--- src/rtl/io_handshake_if.sv ---
// Handshake/bus signals between the core datapath, the board pins and
// io_handshake_unit. The core/board side uses the master modport and the
// unit uses the slave modport.
interface io_handshake_if #(
  parameter int unsigned DATA_W   = 32,
  parameter int unsigned BUS_W    = 15,
  parameter int unsigned N_DIGITS = 4
);
  logic                  in_req;
  logic                  out_req;
  logic [DATA_W-1:0]     out_data;
  logic [BUS_W-1:0]      bus_in;
  logic                  ok_n;
  logic                  stall;
  logic                  in_valid;
  logic [DATA_W-1:0]     in_data;
  logic [7*N_DIGITS-1:0] hex;

  modport master (
    output in_req, out_req, out_data, bus_in, ok_n,
    input  stall, in_valid, in_data, hex
  );

  modport slave (
    input  in_req, out_req, out_data, bus_in, ok_n,
    output stall, in_valid, in_data, hex
  );
endinterface

--- src/rtl/io_handshake_unit.sv ---
// io_handshake_unit: serves IN/OUT instructions for the single-cycle core.
//  IN  : stalls the core until OK is pressed and released, then returns the
//        zero-extended switch bus with a one-cycle in_valid pulse.
//  OUT : latches out_data onto N_DIGITS active-low 7-segment digits.
// Build option IO_DEBOUNCE_EN: when defined, OK edges must be stable for
// DEBOUNCE_CYCLES cycles; when undefined, the synchronised key is used as-is.
module io_handshake_unit #(
  parameter int unsigned DATA_W          = 32,
  parameter int unsigned BUS_W           = 15,
  parameter int unsigned N_DIGITS        = 4,
  parameter int unsigned DEBOUNCE_CYCLES = 16
) (
  input  logic          clock,
  input  logic          reset,
  io_handshake_if.slave io
);

  typedef enum logic [1:0] {IDLE, WAIT_PRESS, WAIT_RELEASE, DONE} state_t;

  state_t                r_state;
  state_t                w_state_nxt;
  logic                  r_sync1;
  logic                  r_sync2;
  logic                  w_ok_stable;
  logic                  w_toggle;
  logic                  w_press;
  logic                  w_release;
  logic                  w_capture;
  logic [DATA_W-1:0]     r_in_data;
  logic [4*N_DIGITS-1:0] r_disp;
  logic                  w_unused;

  // Two-flop synchroniser for the asynchronous OK key (released = 1)
  always_ff @(posedge clock or negedge reset) begin
    if (!reset) begin
      r_sync1 <= 1'b1;
      r_sync2 <= 1'b1;
    end else begin
      r_sync1 <= io.ok_n;
      r_sync2 <= r_sync1;
    end
  end

`ifdef IO_DEBOUNCE_EN
  localparam int unsigned CNT_W = (DEBOUNCE_CYCLES > 1) ? $clog2(DEBOUNCE_CYCLES) : 1;

  logic             r_ok_stable;
  logic [CNT_W-1:0] r_cnt;

  assign w_toggle    = (r_sync2 != r_ok_stable) && (r_cnt == CNT_W'(DEBOUNCE_CYCLES - 1));
  assign w_ok_stable = r_ok_stable;
  assign w_unused    = ^io.out_data;

  // Debounce: count consecutive cycles the synchronised key differs from the
  // stable level; flip the stable level on the last counted cycle
  always_ff @(posedge clock or negedge reset) begin
    if (!reset) begin
      r_ok_stable <= 1'b1;
      r_cnt       <= '0;
    end else if (r_sync2 == r_ok_stable) begin
      r_cnt       <= '0;
    end else if (w_toggle) begin
      r_ok_stable <= r_sync2;
      r_cnt       <= '0;
    end else begin
      r_cnt       <= r_cnt + CNT_W'(1);
    end
  end
`else
  // Stable level is the synchroniser output; an edge is reported in the same
  // cycle the second flop is about to take the new value.
  assign w_toggle    = (r_sync1 != r_sync2);
  assign w_ok_stable = r_sync2;
  assign w_unused    = ^{io.out_data, 32'(DEBOUNCE_CYCLES)};
`endif

  assign w_press   = w_toggle &  w_ok_stable;
  assign w_release = w_toggle & ~w_ok_stable;

  // FSM state register
  always_ff @(posedge clock or negedge reset) begin
    if (!reset) r_state <= IDLE;
    else        r_state <= w_state_nxt;
  end

  // FSM next state, capture strobe, stall and in_valid
  always_comb begin
    w_state_nxt = r_state;
    w_capture   = 1'b0;
    io.stall    = 1'b0;
    io.in_valid = 1'b0;
    case (r_state)
      IDLE: begin
        io.stall = reset & io.in_req;
        if (io.in_req) w_state_nxt = WAIT_PRESS;
      end
      WAIT_PRESS: begin
        io.stall = reset;
        if (!io.in_req) begin
          w_state_nxt = IDLE;
        end else if (w_press) begin
          w_capture   = 1'b1;
          w_state_nxt = WAIT_RELEASE;
        end
      end
      WAIT_RELEASE: begin
        io.stall = reset;
        if (!io.in_req)     w_state_nxt = IDLE;
        else if (w_release) w_state_nxt = DONE;
      end
      DONE: begin
        io.in_valid = reset;
        w_state_nxt = IDLE;
      end
      default: w_state_nxt = IDLE;
    endcase
  end

  // Switch capture on the accepted press
  always_ff @(posedge clock or negedge reset) begin
    if (!reset)         r_in_data <= '0;
    else if (w_capture) r_in_data <= DATA_W'(io.bus_in);
  end

  assign io.in_data = r_in_data;

  // Display register, loaded by OUT independently of the IN handshake
  always_ff @(posedge clock or negedge reset) begin
    if (!reset)          r_disp <= '0;
    else if (io.out_req) r_disp <= io.out_data[4*N_DIGITS-1:0];
  end

  function automatic logic [6:0] seg7(input logic [3:0] n);
    case (n)
      4'h0: seg7 = 7'b1000000;
      4'h1: seg7 = 7'b1111001;
      4'h2: seg7 = 7'b0100100;
      4'h3: seg7 = 7'b0110000;
      4'h4: seg7 = 7'b0011001;
      4'h5: seg7 = 7'b0010010;
      4'h6: seg7 = 7'b0000010;
      4'h7: seg7 = 7'b1111000;
      4'h8: seg7 = 7'b0000000;
      4'h9: seg7 = 7'b0010000;
      4'hA: seg7 = 7'b0001000;
      4'hB: seg7 = 7'b0000011;
      4'hC: seg7 = 7'b1000110;
      4'hD: seg7 = 7'b0100001;
      4'hE: seg7 = 7'b0000110;
      default: seg7 = 7'b0001110;
    endcase
  endfunction

  // Per-digit hex decode of the display register
  always_comb begin
    io.hex = '1;
    for (int unsigned i = 0; i < N_DIGITS; i++) begin
      io.hex[7*i +: 7] = seg7(r_disp[4*i +: 4]);
    end
  end

endmodule
--- src/flat_wrapper.sv ---
// flat-port wrapper written by rule: the top's interface ports become plain ports
module io_handshake_unit_flat 
#(
  parameter int unsigned DATA_W          = 32,
  parameter int unsigned BUS_W           = 15,
  parameter int unsigned N_DIGITS        = 4,
  parameter int unsigned DEBOUNCE_CYCLES = 16
)
  (clock, reset, io_in_req, io_out_req, io_out_data, io_bus_in, io_ok_n, io_stall, io_in_valid, io_in_data, io_hex);
  io_handshake_if #(.DATA_W(DATA_W), .BUS_W(BUS_W), .N_DIGITS(N_DIGITS)) io_i ();
  input  logic clock;
  input  logic reset;
  input wire logic [$bits(io_i.in_req)-1:0] io_in_req;
  input wire logic [$bits(io_i.out_req)-1:0] io_out_req;
  input wire logic [$bits(io_i.out_data)-1:0] io_out_data;
  input wire logic [$bits(io_i.bus_in)-1:0] io_bus_in;
  input wire logic [$bits(io_i.ok_n)-1:0] io_ok_n;
  output wire logic [$bits(io_i.stall)-1:0] io_stall;
  output wire logic [$bits(io_i.in_valid)-1:0] io_in_valid;
  output wire logic [$bits(io_i.in_data)-1:0] io_in_data;
  output wire logic [$bits(io_i.hex)-1:0] io_hex;
  assign io_i.in_req = io_in_req;
  assign io_i.out_req = io_out_req;
  assign io_i.out_data = io_out_data;
  assign io_i.bus_in = io_bus_in;
  assign io_i.ok_n = io_ok_n;
  assign io_stall = io_i.stall;
  assign io_in_valid = io_i.in_valid;
  assign io_in_data = io_i.in_data;
  assign io_hex = io_i.hex;
  io_handshake_unit #(.DATA_W(DATA_W), .BUS_W(BUS_W), .N_DIGITS(N_DIGITS), .DEBOUNCE_CYCLES(DEBOUNCE_CYCLES)) u_core (.clock(clock), .reset(reset), .io(io_i));
endmodule
--- config.mk ---
export PLATFORM = sky130hd
export DESIGN_NAME = io_handshake_unit_flat
export DESIGN_NICKNAME = d
export VERILOG_FILES = /design/src/rtl/io_handshake_if.sv /design/src/rtl/io_handshake_unit.sv /design/src/flat_wrapper.sv
export SDC_FILE = /design/constraint.sdc
export NUM_CORES = 1
export LEC_CHECK = 0
export CORE_ASPECT_RATIO = 2
export CORE_UTILIZATION = 46
export CTS_CLUSTER_DIAMETER = 100
export DETAILED_ROUTE_END_ITERATION = 7
export GPL_TIMING_DRIVEN = 0
export HOLD_SLACK_MARGIN = 0.05
export PLACE_DENSITY = 0.9
export SLEW_MARGIN = 5
export SYNTH_ARGS = -nofsm -noshare
export SYNTH_HDL_FRONTEND = slang
export SYNTH_SLANG_ARGS = --single-unit
--- constraint.sdc ---
create_clock -name clock -period 5.25 [get_ports clock]
set_clock_uncertainty 0.15 [all_clocks]
set_input_delay 1.05 -clock clock [delete_from_list [all_inputs] [get_ports clock]]
set_output_delay 1.05 -clock clock [all_outputs]
set_load 0.02 [all_outputs]
-- Word level (Yosys, flattened, before mapping)
Memories as Yosys holds them, arrays and structs flattened.
Cells that the tools add are included.
- bitwise gates (word level): 4
- reductions and logical operators: 3
- equal/unequal tests: 7
- multiplexer cells: 11
- operator list (kind ; count):
    two-way mux 2 bit ; 5
    case mux 2 bit (4 select lines) ; 1
    != test 3 x 2 -> 1 bit (second input constant) ; 2
    == test 2 bit (second input constant) ; 2
    two-way mux 1 bit ; 4
    AND 1 bit ; 3
    AND reduction 3 bit ; 1
    == test 2 x 1 -> 1 bit (second input constant) ; 1
    logical NOT 2 bit ; 1
    != test 2 bit (second input constant) ; 1
    case mux 1 bit (2 select lines) ; 1
    OR reduction 2 bit ; 1
    != test 1 bit ; 1
    inverter 1 bit ; 1
- input bits: 52
- ROM bits: 448
- output and inout bits: 62
- memories: 4
- word-level logic and storage cells: 34
- flip-flop bits (word level): 35
- memory list (name ; words ; width ; rd ports ; clocked after memory_dff ; write ports ; RTL line ; text):
    (no name shown) ; 16 ; 7 ; 1 ; 0 ; 0 ; io_handshake_unit.sv:134 ; case (n)
    (no name shown) ; 16 ; 7 ; 1 ; 0 ; 0 ; io_handshake_unit.sv:134 ;
    (no name shown) ; 16 ; 7 ; 1 ; 0 ; 0 ; io_handshake_unit.sv:134 ;
    (no name shown) ; 16 ; 7 ; 1 ; 0 ; 0 ; io_handshake_unit.sv:134 ;

-- Longest topological paths before layout
- word-level depth: 5
- gate-level depth with buffers: 6
- gate-level depth less buffers: 6

-- Worst setup path after synthesis
Ideal clock, no wire load.
- path type: input-to-output
- start: in io_in_req
- end: out io_stall
- setup slack: 2290 ps
- arrival time: 1760 ps
- stages: 3
- cell sequence: buf_4 -> a21oi_1 -> nor3b_1
- cells in the longest elaborated chain, start to end: 2
- RTL lines (what ; RTL line ; text):
    start, declared ; flat_wrapper.sv:13 ; input wire logic [$bits(io_i.in_req)-1:0] io_in_req;
    AND 1 bit ; io_handshake_unit.sv:94 ; io.stall = reset & io.in_req;
    case mux 1 bit (2 select lines) ; io_handshake_unit.sv:92 ; case (r_state)
    end, declared ; flat_wrapper.sv:18 ; output wire logic [$bits(io_i.stall)-1:0] io_stall;
Every way passes these cells.

-- Worst setup path after layout
- start: in reset
- end: out io_stall
- cells in the longest elaborated chain, start to end: 2
- RTL lines (what ; RTL line ; text):
    start, declared ; flat_wrapper.sv:12 ; input logic reset;
    AND 1 bit ; io_handshake_unit.sv:94 ;
    case mux 1 bit (2 select lines) (*) ; io_handshake_unit.sv:92 ;
Mark *: on every way between the ends. The rest lies on a longest branch, timed or not.

==> results.txt <==
The area growth from synthesis to layout is 38.8%. The count of inserted antenna diode cells is 0. The TritonCTS clock tree is built. The type of the most critical hold path is flop to flop. The number of endpoints with negative hold slack in the final report is 0. The max-slew headroom at the worst pin is 0.482. The floorplan step set the die height to 109 um. The boundary pin count is 114. The pin count of the biggest net entering global routing came out at 38. The clock reaches the later pin of the worst-skew pair after 0.28 ns.

STA classifies the critical path startpoint as an input port. The H-tree level count came out at 2. The layer flagged by global routing as most heavily used is met2. The number of unique standard cell types used by synthesis is 34. The first-pass GRT wire length is 9.99 mm. STA classifies the critical path endpoint as a primary output.

In the final routed layout, each cell accounts on average for 14.6 um. The signal on the critical path passes through buf_2 -> nor3b_1 -> clkdlybuf4s50_1. The sum of negative setup slack is 0 ns. For this run, the slowest stage of the critical path takes roughly 0.68 ns. Setup repair after global routing left no endpoint under its margin. The clock transition at the registers of the reported paths came out at 0.07 ns.

The ratio of total power to cell area is 368 nW/um^2. The final layout contains routed wiring with a total length of approximately 6.1 mm. The number of vias per cell is approximately 5.2.

The flow ran to the end, and the final reports show no timing, DRC or antenna violations. The final estimated routing congestion in global placement came out at around 0.87. The startpoint-to-endpoint class of the critical path is input port to primary output.

The fraction of layout cells with a size suffix above 1 is 0.190. The via count of the first global-routing pass was 2280. The met3 track demand over resource came out at 0.0486. The worst-case clock buffer depth came out at 2. The share of the synthesized area in the top cell type is 0.313.

The core region is 5470 um^2. The die outline area is between 6000 and 7000 um^2. The sum of internal, switching and leakage power came out at 1.34 mW. The post-route DRC violation count came out at 0.

For this run, global-route usage on met1 was measured as 0.186. The placed wire-length estimate after detailed placement is 4.80 mm. Once the clock tree was built, the resizer swapped 0 gates to a different size. The average instance in the mapped netlist occupies 10.3 um^2. The total number of placement rows came out at 38. The clock period minus worst slack is just under 4 ns. The tree is rooted in a clkbuf_8.

The count of nets left with antenna violations after detail routing is 0. The die span in x is 55.5 um. The biggest fanout along the worst timing path came out at 37. The fraction of met2 tracks used by global routing came out at 0.441. On the critical path the largest part of the delay comes from buffers and inverters.

The effective utilization at floorplan came out at 0.482. The max capacitance violation total is 0. The number of post-CTS setup repair buffers is 0. The critical path buffer and inverter count is 2. The arrival time at the worst endpoint is between 2 and 3 ns. The total standard cell area after synthesis is 2640 um^2. Counting the fill cells in the layout gives 436. The synthesized design spends more area on one cell type than any other, namely dfrtp_1. The number of nets in the layout came out at ~440. The number of antenna violations at the first check in global routing is 0.

Derived from the worst setup path, the maximum achievable clock frequency is 0.255 GHz. The sequential fraction of the synthesis area came out at 0.333. The synthesis-stage register bit count is 35. Port buffering added 78 buffers. The number of sinks on the clock net came out at 35.

The total global-route track usage came out at 0.207. Synthesis produced a netlist whose cell count is 255. TritonCTS created 5 clock buffers.

Yosys printed 0 warnings. For the pin with the worst max-slew slack, the measured transition is between 0.7 and 0.8 ns. Of the available clock period, the critical path in the final layout requires 0.746. VDD sags by at most 0.347 mV. The critical path's slowest cell is clkdlybuf4s50_1. The iteration count of the initial detailed-routing pass came out at 4. The leakage power of the design came out at 1.75 nW. Data on the critical path is required at its endpoint by 4.05 ns. The sum of overflow across all layers after global routing came out at 0. Summing over every cut layer, the via total after detailed routing is ~2200.

The max-slew violation total from the final report is 0. Sorting the synthesized cells by area gives the leading types as dfrtp_1 31%, ha_1 16%, mux2_2 7.7%. The violation count after the first detailed-route iteration is 55. The setup-violating endpoint count in the final report came out at 0. In this run, post-CTS hold repair placed 0 buffers.
-- layout by cell type (no fill, tap or decap), types with 5 or more instances in the layout --
cell type	instances
clkdlybuf4s50_1	77
buf_4	18
clkbuf_1	5
nand2_1	26
mux2_4	10
mux2i_1	12
mux2_2	18
ha_1	34
dfrtp_1	33
buf_2	7
clkbuf_8	5
o21ai_0	19
nor2_1	12
conb_1	17
a21oi_1	9
inv_1	15
-- power by group --
| group | internal (mW) | switching, mW | leakage [nW] |
|---|---|---|---|
| combinational | 0.359 | 0.335 | 1.27 |
| clock | 0.141 | 0.0988 | 0.0581 |
| sequential | 0.349 | 0.0626 | 0.417 |
| total | 0.849 | 0.496 | 1.75 |
-- logic make-up (layout without fill, tap and decap cells) --
logic type,count (synthesis),in the layout,synth area share
AND/OR/NAND/NOR,51,51,0.0940
AO/OA/AOI/OAI,45,45,0.105
buffers and inverters,45,131,0.0954
multiplexers,44,44,0.209
flip-flops,35,35,0.333
adder cells (fa/ha/maj),34,34,0.161
other,1,17,0.00142
-- flip-flops by register name (all words and copies together) (netlist names) --
name and cells:
u_core.r_state 2, u_core.r_disp 16, u_core.io.in_data 15, u_core.r_sync2 1, u_core.r_sync1 1
-- layout make-up --
type / instances / area, um^2 / share of cell area
clock buffer: 5 / 68.8 / 0.0188
multi-input combinational: 191 / 1570 / 0.428
tap: 60 / 75.1 / 0.0205
buffer: 30 / 195 / 0.0534
timing repair buffer: 78 / 776 / 0.212
sequential: 35 / 878 / 0.240
inverter: 15 / 56.3 / 0.0154
clock inverter: 3 / 43.8 / 0.0120
-- worst register-to-register path: stages, from the launching register on --
cell      delay, ns
dfrtp_1        0.42
inv_1          0.14
ha_1           0.27
nand4b_4       0.20
buf_6          0.21
mux2_4         0.30
-- routing by layer --
metal  vias to the layer above  part of all wire
met4                         0             0.015
met1                      1014              0.34
li1                       1045                 -
met3                        10             0.061
met5                         -                 0
met2                        90              0.58
-- Yosys cell counts (all sizes together) --
cell,count
nand2b,4
nand2,26
ha,34
a21oi,9
and2,2
conb,1
mux4,3
nor3b,1
o22ai,2
o31ai,2
clkbuf,5
a211o,1
nor2,12
inv,15
mux2i,12
o211ai,2
mux2,29
a22o,2
a31oi,1
buf,25
dfrtp,33
nand4b,1
o21ai,19
nand3b,1
nor2b,3
a32o,3
o22a,1
nor4bb,1
a211oi,3
dfstp,2
-- stage by stage --
step / cells / hold WS (ns) / utilization / cell area, um^2 / setup WS, ns
after floorplan: 271 / 0.212 / - / 2700 / 2.29
after global placement: 409 / 0.217 / 0.649 / 3550 / 0.459
after detailed placement: 409 / 0.220 / 0.649 / 3550 / 1.39
after CTS: 417 / 0.233 / 0.669 / 3660 / 1.30
after global routing: 417 / 0.241 / 0.669 / 3660 / 1.21
final: 417 / 0.230 / 0.669 / 3660 / 1.34
-- worst paths after layout --
| path | start | end | slack, ns | cells after the start |
|---|---|---|---|---|
| max in group asynchronous | reset | u_core.r_disp[3] | 3.77 | 1 |
| min | u_core.r_sync1 | u_core.r_sync2 | 0.23 | 0 |
| min reg2reg | u_core.r_sync1 | u_core.r_sync2 | 0.23 | 0 |
| min in group asynchronous | reset | u_core.io.in_data[11] | 0.69 | 1 |
| max reg2reg | u_core.r_state[1] | u_core.io.in_data[4] | 3.44 | 5 |
| max | reset | io_stall | 1.34 | 3 |
(Power assumes the default switching activity.)
